===== src/rtl/sram_fifo_ctrl.sv =====
// sram_fifo_ctrl
//   Synchronous FIFO controller that sits in front of a dual-port SRAM with a
//   registered (1-cycle) read port. Generates the SRAM write/read strobes and
//   addresses, and presents a valid/ready push side plus a first-word-fall-
//   through pop side. The SRAM read register acts as the single output stage,
//   so total capacity is DEPTH+1 words.
//
// Ports
//   clk, rstn        clock (rising edge), asynchronous active-low reset
//   clr              synchronous flush: drops all queued words
//   s_valid/s_ready  push handshake, s_data is the pushed word
//   m_valid/m_ready  pop handshake, m_data is the SRAM read data
//   level            words held = SRAM occupancy + output stage
//   sram_*           SRAM write/read strobes, addresses and data
module sram_fifo_ctrl #(
    parameter int WIDTH = 32,
    parameter int DEPTH = 1024,
    localparam int AW = $clog2(DEPTH),
    localparam int CW = $clog2(DEPTH + 1),
    localparam int LW = $clog2(DEPTH + 2)
) (
    input  logic             clk,
    input  logic             rstn,
    input  logic             clr,
    input  logic             s_valid,
    output logic             s_ready,
    input  logic [WIDTH-1:0] s_data,
    output logic             m_valid,
    input  logic             m_ready,
    output logic [WIDTH-1:0] m_data,
    output logic [LW-1:0]    level,
    output logic             sram_wren,
    output logic             sram_rden,
    output logic [AW-1:0]    sram_wr_addr,
    output logic [AW-1:0]    sram_rd_addr,
    output logic [WIDTH-1:0] sram_wr_data,
    input  logic [WIDTH-1:0] sram_rd_data
);

    logic [AW-1:0] wptr, rptr;
    logic [CW-1:0] mem_count;
    logic          vld_q;

    // Pointer increment with wrap at DEPTH-1 (DEPTH need not be a power of 2).
    function automatic logic [AW-1:0] ptr_inc(input logic [AW-1:0] p);
        return (p == AW'(DEPTH - 1)) ? '0 : p + 1'b1;
    endfunction

    // Push acceptance depends only on registered state and clr, never on
    // m_ready. Gating with rstn keeps the SRAM untouched while in reset.
    assign s_ready   = rstn & (mem_count < CW'(DEPTH)) & ~clr;
    assign sram_wren = s_valid & s_ready;

    // A read is issued whenever the output stage is empty or being drained.
    // wptr==rptr only at mem_count 0 (no rden) or DEPTH (no wren), so the
    // SRAM never sees a same-address read and write in one cycle.
    assign sram_rden = rstn & (mem_count != '0) & (~vld_q | m_ready) & ~clr;

    assign sram_wr_addr = wptr;
    assign sram_rd_addr = rptr;
    assign sram_wr_data = s_data;
    assign m_data       = sram_rd_data;
    assign m_valid      = vld_q;
    assign level        = LW'(mem_count) + LW'(vld_q);

    always_ff @(posedge clk or negedge rstn) begin
        if (!rstn) begin
            wptr      <= '0;
            rptr      <= '0;
            mem_count <= '0;
            vld_q     <= 1'b0;
        end else if (clr) begin
            wptr      <= '0;
            rptr      <= '0;
            mem_count <= '0;
            vld_q     <= 1'b0;
        end else begin
            if (sram_wren) wptr <= ptr_inc(wptr);
            if (sram_rden) rptr <= ptr_inc(rptr);
            case ({sram_wren, sram_rden})
                2'b10:   mem_count <= mem_count + 1'b1;
                2'b01:   mem_count <= mem_count - 1'b1;
                default: mem_count <= mem_count;
            endcase
            // A fresh read refills the output stage; otherwise a pop empties it.
            if (sram_rden)          vld_q <= 1'b1;
            else if (vld_q & m_ready) vld_q <= 1'b0;
        end
    end

endmodule


===== config.mk =====
export PLATFORM = sky130hd
export DESIGN_NAME = sram_fifo_ctrl
export DESIGN_NICKNAME = d
export VERILOG_FILES = /design/src/rtl/sram_fifo_ctrl.sv
export SDC_FILE = /design/constraint.sdc
export NUM_CORES = 1
export LEC_CHECK = 0
export ABC_AREA = 1
export CORE_MARGIN = 8
export CORE_UTILIZATION = 38
export CTS_CLUSTER_SIZE = 28
export DETAILED_ROUTE_END_ITERATION = 6
export PLACE_DENSITY = 0.8
export RECOVER_POWER = 25
export SYNTH_ARGS = -nofsm -noshare
export SYNTH_HDL_FRONTEND = slang
export SYNTH_SLANG_ARGS = --single-unit

===== constraint.sdc =====
create_clock -name clk -period 2.9 [get_ports clk]
set_input_delay 0.725 -clock clk [delete_from_list [all_inputs] [get_ports clk]]
set_output_delay 0.725 -clock clk [all_outputs]
set_load 0.01 [all_outputs]

==> run metrics, run 1 <==
crit start category primary input; LEAKAGE 1.465 nW; Synth Cell Area 2693 um2; routability cong. 0.9712; yosys warns 0; initial antenna violation count 0; Max Clk Rate 352.9 MHz; Congestion Overflow GR 0; routed length per instance roughly 15 um; dpl cells 442; endpoints failing setup 0; Setup Skew 0.008139 ns; Boundary Pins 168; Comb power frac 0.581; Std-Cell Rows 30; fraction of the cycle the final worst path needs 0.9771; maximum vdd drop 0.0003764 V; Worst Hold Slack 0.5630 ns; Clock transition at path regs roughly 0.07 ns; Placement Cell Area 2963 um2; DR iter-0 viols around 150; # Max-Cap Violations 1; Final Hold Fails 0; Flop pwr share 0.274; Seq cells post-synth 32; Util after Layout 0.4632; fin area 3164 um2; fillcell total 663; CTS Buf Count 5; Hold Crit Class reg2reg; routed via count 2251; Worst Hold Depth 2; die area 10040 um2; Nets 439; hpwl dp 5045 um; pwr dens around 760 nW/um2; Area Growth Syn to Fin 17.52%; Clock Latency Late Sink 0.29 ns; Slew @ Worst Pin 1.666 ns; violated checks max-capacitance violations, max-slew violations; Sink Count 32; diode count 0; H-Tree Depth 2; Data required, critical path 3.07 ns; RSZ-0062 raised after global routing yes; internal power 1.371 mW; CTS root buffer clkbuf_8; R2R Path Start mem_count[0]; min cycle time layout 2.834 ns; relative slew slack -0.1107; share of cells above drive strength 1 0.1905; DRT Pass-1 Iters 4; final wirelength 6622 um; status complete, but fails checks; first-pass GRT wire length 10540 um; critical path class in2reg; DIE HEIGHT 100.2 um; Hold Crit Start sram_rd_addr[1]; drt via density 4.969; switching share of power 0.4300; ranking of synthesized cells by area dfrtp_1 30%, buf_4 18%, xor2_1 8.1%; Crit Reg-Reg Endpoint mem_count[7]; crit end category flip-flop; gr usage total 0.1298; largest net degree at the start of global routing 32; Yosys cell types 30; Worst Reg-to-Reg Cells 16; Sw Pwr about 1.0 mW; post-synth top area share 0.2974; leading area contributor after synthesis dfrtp_1; Clock power frac 0.145; Finished Layout Cells around 450; Final ANT Viol Nets 0; Die X 100.2 um; Initial Utilization 0.3941; core area 6832 um2; Worst Hold Path EP sram_rd_addr[1]; Mapped Nets 422; CTS tree done; sequential area share after synthesis 0.2974; setup slack, reg-to-reg approximately 0.26 ns; fin. max-slew vios 32; Crit Path Max Fanout 6; vias in the first global route 2297; I/O Buffers 39; synthesized area per cell ~7.9 um2; deepest clock path buffer count 2; post-synthesis cell count 339; Residual DRC 0; critical path arrival 3.00 ns
## synth_stat cells (all sizes together)
cell,instances
o21a,2
nand3b,1
inv,38
fa,1
a21oi,12
o31ai,2
xnor2,4
o21ai,16
nand3,18
nor3,12
o21bai,1
or2,1
ha,13
dfrtp,32
o22ai,13
nand4,7
nand2,57
buf,64
nor2,18
a31oi,2
xor2,25
## critical path, cell delays in order
cell and delay, ns:
clkdlybuf4s50_1 0.44, or2_4 0.29, nand4_4 0.11, clkinvlp_4 0.15, buf_4 0.21, buf_4 0.14
ha_1 0.29, nand3_1 0.12, nand2_1 0.12, nand4_1 0.09, nand2_1 0.08, xor2_1 0.14
o22ai_1 0.09
## worst max path at each step
stage	to	startpoint	cells past startpoint	slack [ns]
final	mem_count[7]	m_ready	13	0.07
after global routing	mem_count[7]	m_ready	13	-0.04
after CTS	level[9]	m_valid	7	0.004
after detailed placement	mem_count[10]	rstn	13	-0.24
after global placement	mem_count[8]	m_ready	11	-0.20
after floorplan	mem_count[8]	m_ready	10	0.36
## through the flow
step	power (mW)	setup TNS (ns)	setup WS (ns)
floorplan	1.435	0	0.3633
global placement	1.930	-0.9501	-0.2039
detailed placement	1.973	-1.774	-0.2447
CTS	2.327	0	0.003958
global route	2.589	-0.1060	-0.04438
finish	2.406	0	0.06628
## layout make-up
class,count,area [um2],area share
sequential,32,800.8,0.2531
multi-input combinational,205,1358,0.4290
clock inverter,2,16.27,0.005140
timing repair buffer,74,650.6,0.2056
tap,96,120.1,0.03796
clock buffer,6,72.57,0.02293
inverter,38,146.4,0.04626
## layout by cell type, fill, tap and decap left out, drive strengths merged
cell type / n
a21oi: 12
a31oi: 2
buf: 34
clkbuf: 7
clkdlybuf4s15: 1
clkdlybuf4s50: 30
clkinv: 1
clkinvlp: 2
dfrtp: 32
dlygate4sd2: 5
dlymetal6s2s: 3
fa: 1
ha: 13
inv: 37
nand2: 57
nand3: 18
nand3b: 1
nand4: 7
nor2: 18
nor3: 12
o21a: 2
o21ai: 16
o21bai: 1
o22ai: 13
o31ai: 2
or2: 1
xnor2: 4
xor2: 25
## sequential cells by signal (all words and copies together), names as in the netlist
signal,cells
m_valid,1
mem_count,11
sram_wr_addr,10
sram_rd_addr,10
## per-layer routing
metal / wire length (um) / part of all wire / global-route usage / vias to the layer above
li1: - / - / - / 1084
met2: 3497 / 0.53 / 0.2374 / 77
met3: 417 / 0.063 / 0.04429 / 16
met5: 0 / 0 / 0 / -
met1: 2553 / 0.39 / 0.1324 / 1074
met4: 155 / 0.023 / 0.05000 / 0
## timing repair
| item | 4_1_cts | 5_1_grt |
|---|---|---|
| gates cloned | 0 | 0 |
| endpoints found under the setup margin | 6 | 9 |
| gates resized for setup | 11 | 19 |
| pin swaps | 0 | 1 |
| hold buffers | 0 | 0 |
| setup buffers | 0 | 3 |
## power groups by stage
stage               Sequential [mW]  Clock (mW)  Combinational [mW]
finish                        0.660       0.349                1.40
global route                  0.674       0.375                1.54
global placement              0.648           0                1.28
floorplan                     0.629           0               0.806
CTS                           0.646       0.360                1.32
detailed placement            0.650           0                1.32
## cell families (layout without fill, tap and decap cells)
logic type / after synthesis / in the layout / share of synthesized area
AO/OA/AOI/OAI: 48 / 48 / 0.1115
XOR/XNOR: 29 / 29 / 0.09433
adder cells (fa/ha/maj): 14 / 14 / 0.06785
buffers and inverters: 102 / 120 / 0.2314
flip-flops: 32 / 32 / 0.2974
AND/OR/NAND/NOR: 114 / 114 / 0.1975
No activity file was read; power rests on OpenSTA's default activity.
==> run 2: changes to the inputs <==
GPL_ROUTABILITY_DRIVEN = 0   (was unset)
TNS_END_PERCENT = 100   (was unset)
==> run metrics, run 2 (same netlist as run 1, synthesis figures left out) <==
commonest non-fill, non-tap cell in the layout nand2_1; first-pass GRT wire length ~11000 um; Initial Utilization 0.3941; I/O Buffers 39; largest stage delay on the critical path 0.45 ns; deepest clock path buffer count 2; Clock Latency Late Sink about 0.29 ns; Largest Register mem_count; CTS tree done; CTS Buf Count 5; final wirelength 6683 um; fin. max-slew vios 0; Nets 438; Residual DRC 0; most frequent cells in the layout 52 x nand2_1, 33 x inv_1, 32 x clkdlybuf4s50_1, 32 x dfrtp_1, 29 x buf_4; fillcell total 670; capture point of the worst path mem_count[5]; initial antenna violation count 0; Hold Crit Class reg2reg; Crit-path slowest cell clkdlybuf4s50_1; status finished clean; Sink Count 32; most frequent cell on the critical path a21oi_1; critical path class in2reg; die area between 10000 and 15000 um2; Crit Path Max Fanout 5; DR iter-0 viols 78; Boundary Pins 168; Clock transition at path regs 0.08 ns; Final ANT Viol Nets 0; LEAKAGE between 1 and 1.5 nW; Worst Hold Slack ~0.55 ns; CTS root buffer clkbuf_8; R2R Path Start mem_count[8]; CP Cell Sequence clkdlybuf4s50_1, or2_4, nand4_4, clkinvlp_4, ha_1, a21oi_1, o21bai_1, a21oi_1, xor2_1, o22ai_1; max reg flops 11; WP depth 10; CP Launch Point m_ready; Max Clk Rate 354.6 MHz; diode count 0; pwr dens around 780 nW/um2; maximum vdd drop around 0.00042 V; Crit Reg-Reg Endpoint mem_count[5]; Power Total between 2 and 2.5 mW; relative slew slack 0.4029; share of cells above drive strength 1 0.1803; core area about 6800 um2; Post-CTS Setup Repair Bufs 0; vias in the first global route ~2300; fraction of the cycle the final worst path needs 0.9724; crit end category flip-flop; largest net degree at the start of global routing 17; Congestion Overflow GR 0; gr usage total 0.1304; hold_buf cts 0; critical path arrival 2.99 ns; H-Tree Depth 2; DRT Pass-1 Iters 4; Std-Cell Rows 30; Setup WS post-layout 0.07994 ns; drt via density 4.958; min cycle time layout 2.820 ns; routed via count approximately 2200; endpoints failing setup 0; crit start category primary input; Final Hold Fails 0; Area Growth Syn to Fin 17.75%; total negative slack 0 ns; buffers and inverters on the worst path 2; Data required, critical path 3.07 ns; Slew @ Worst Pin 0.8956 ns; setup slack, reg-to-reg between 0.2 and 0.3 ns; Worst Reg-to-Reg Cells 12; routed length per instance roughly 15 um; Setup Skew 0.01154 ns; Place WS -0.1967 ns; Hold Crit Start sram_wr_addr[1]; # Max-Cap Violations 0; Die X around 100 um; hpwl dp 4973 um; DIE HEIGHT 100.2 um; Crit path max-delay family compound AO/OA/AOI/OAI gates
run 2: per-layer routing:
layer,global-route usage,vias to the layer above,share of wire
met1,0.1409,1057,0.40
met2,0.2349,74,0.51
met3,0.03737,21,0.057
met5,0,-,0
li1,-,1084,-
met4,0.04767,0,0.026
run 2: report_power, final:
group	total [mW]	switching, mW	internal [mW]
sequential	0.665	0.135	0.530
combinational	1.42	0.735	0.682
clock	0.379	0.168	0.211
run 2: final cells by class:
cell class	instances	area [um2]	area share
multi-input cells	205	1378	0.4345
flip-flops and latches	32	800.8	0.2526
repair buffers	72	621.8	0.1961
inverters	38	146.4	0.04617
well taps	96	120.1	0.03788
clock buffers	7	96.34	0.03039
repair inverters	1	7.507	0.002368
run 2: how the worst min path moves through the flow:
| stage | endpoint | slack, ns | cells after the start |
|---|---|---|---|
| 6_report | sram_wr_addr[1] | 0.55 | 2 |
| 5_1_grt | sram_wr_addr[1] | 0.60 | 2 |
| 4_1_cts | sram_wr_addr[1] | 0.56 | 2 |
| 3_5_place_dp | sram_wr_addr[1] | 0.54 | 2 |
| 3_3_place_gp | sram_rd_addr[1] | 0.52 | 2 |
| 2_1_floorplan | m_valid | 0.43 | 0 |
run 2: what timing repair did:
item | in CTS | in global routing
pin swaps | 0 | 3
gates resized for setup | 9 | 16
gates cloned | 0 | 1
setup endpoints to repair | 6 | 10
run 2: worst min-delay path: stages, from the launching register on:
cell     delay [ns]
dfrtp_1        0.38
nand2_1        0.07
o21ai_0        0.06
run 2: metrics by stage:
step | area (um2) | util | std cells
6_report | 3171 | 0.4641 | 451
5_1_grt | 3171 | 0.4641 | 451
4_1_cts | 3080 | 0.4509 | 450
3_5_place_dp | 2970 | 0.4348 | 443
3_3_place_gp | 2970 | 0.4348 | 443
2_1_floorplan | 2693 | - | 339
==> run 3: changes to the inputs <==
CORE_MARGIN = 4   (was 8)
==> run metrics, run 3 (same netlist as run 1, synthesis figures left out) <==
Power Total 2.446 mW; I/O Buffers 39; first-pass GRT wire length 10540 um; fraction of the cycle the final worst path needs 0.9672; DR iter-0 viols 119; largest stage delay on the critical path 0.47 ns; maximum vdd drop 0.0003668 V; diode count 0; pwr dens between 700 and 800 nW/um2; Largest Register mem_count; Crit Path Max Fanout 5; buffers and inverters on the worst path 2; Crit path max-delay family buffers and inverters; Die X 92.18 um; initial antenna violation count 0; Std-Cell Rows 30; internal power 1.426 mW; max reg flops 11; final wirelength 6402 um; Slew @ Worst Pin roughly 0.94 ns; multi-input combinational cell area roughly 1400 um2; die area approximately 8500 um2; hpwl dp between 4000 and 5000 um; Setup Skew 0.004864 ns; routed via count 2253; Sw Pwr 1.020 mW; Flop pwr share 0.266; DIE HEIGHT 92.18 um; Crit-path slowest cell clkdlybuf4s50_1; Finished Layout Cells 456; CTS tree done; Clock transition at path regs 0.07 ns; core area about 7000 um2; min cycle time layout 2.805 ns; storage element area ~800 um2; Boundary Pins roughly 170; switching share of power 0.4170; vias in the first global route 2344; CP Cell Sequence clkdlybuf4s50_1, a31oi_4, nand4_4, buf_4, fa_1, o21ai_0, nand3_1, nand2_1, xor2_1, o22ai_1; status finished clean; crit start category primary input; gr usage total 0.1474; Clock power frac 0.153; Sink Count 32; Max Clk Rate 356.5 MHz; Clock Latency Late Sink 0.28 ns; relative slew slack 0.3752; Final ANT Viol Nets 0; routed length per instance 14.04 um; Hold Crit Class reg2reg; critical path class in2reg; Data required, critical path 3.06 ns; most frequent cells in the layout 53 x nand2_1, 35 x buf_4, 33 x inv_1, 32 x dfrtp_1, 28 x clkdlybuf4s50_1; share of cells above drive strength 1 0.2000; largest net degree at the start of global routing 18; dpl cells around 450; commonest non-fill, non-tap cell in the layout nand2_1; Congestion Overflow GR 0; fillcell total 678; hold_buf cts 0; CTS Buf Count 5; crit end category flip-flop; Final Hold Fails 0; Comb power frac 0.581; DRT Pass-1 Iters 4; critical path arrival 2.96 ns; fin. max-slew vios 0; LEAKAGE 1.456 nW; # Max-Cap Violations 0; Initial Utilization 0.3941; deepest clock path buffer count 2; Residual DRC 0; drt via density 4.941; endpoints failing setup 0; Area Growth Syn to Fin 18.77%; CTS root buffer clkbuf_8; H-Tree Depth 2; Nets around 440
[run 3: cell types whose count changed in the layout (fill, tap and decap cells not counted), sizes merged]
| cell | before | now |
|---|---|---|
| clkbuf | 11 | 12 |
| dlymetal6s2s | 2 | 3 |
| buf | 29 | 35 |
| clkdlybuf4s50 | 32 | 28 |
| dlygate4sd2 | 5 | 6 |
[run 3: metal layers]
metal | GRT usage | wire length [um] | part of all wire | up-vias
met5 | 0 | 0 | 0 | -
met4 | 0.04084 | 114 | 0.018 | 0
met3 | 0.03692 | 367 | 0.057 | 16
met2 | 0.2689 | 3409 | 0.53 | 80
met1 | 0.1696 | 2511 | 0.39 | 1069
li1 | - | - | - | 1088
[run 3: timing repair]
item,CTS,global route
resized for setup,12,19
endpoints found under the setup margin,7,9
gates cloned,0,1
setup buffers,1,1
pin swaps,1,6
[run 3: cell type report]
class	instances	area share
timing repair inverter	1	0.002347
tap	96	0.03756
clock buffer	7	0.03013
sequential	32	0.2504
multi-input combinational	205	0.4292
inverter	38	0.04577
timing repair buffer	77	0.2046
[run 3: final timing paths]
kind	start	cells after the start	end	slack [ns]
max in group asynchronous	rstn	2	mem_count[3]	1.38
min in group asynchronous	rstn	2	sram_rd_addr[8]	0.65
setup / recovery	s_valid	10	mem_count[8]	0.1
setup reg to reg	mem_count[8]	13	mem_count[8]	0.16
hold / removal	sram_rd_addr[1]	2	sram_rd_addr[1]	0.55
hold reg to reg	sram_rd_addr[1]	2	sram_rd_addr[1]	0.55
[run 3: worst register-to-register path, delay by kind of cell (launching register included)]
kind | cells | cell delay (ns)
xor+xnor | 1 | 0.17
simple gates | 7 | 0.89
fa+ha+maj | 1 | 0.38
compound gates | 2 | 0.35
buf+inv | 2 | 0.39
flops | 1 | 0.45
[run 3: power groups by stage]
stage	clock, mW	combinational [mW]	sequential [mW]
after floorplan	0	0.806	0.629
after global placement	0	1.30	0.637
after detailed placement	0	1.33	0.640
after CTS	0.381	1.32	0.635
after global routing	0.401	1.57	0.665
final	0.374	1.42	0.651
[run 3: through the flow]
step	worst slack (ns)	TNS (ns)	cell area [um2]	hold slack (ns)	utilization
after global routing	-0.03735	-0.03735	3198	0.6259	0.4681
after detailed placement	-0.2117	-1.686	2993	0.5327	0.4381
after floorplan	0.3633	0	2693	0.4294	-
after global placement	-0.1243	-0.9867	2993	0.5259	0.4381
after CTS	0.05656	0	3108	0.5516	0.4549
final	0.09503	0	3198	0.5490	0.4681
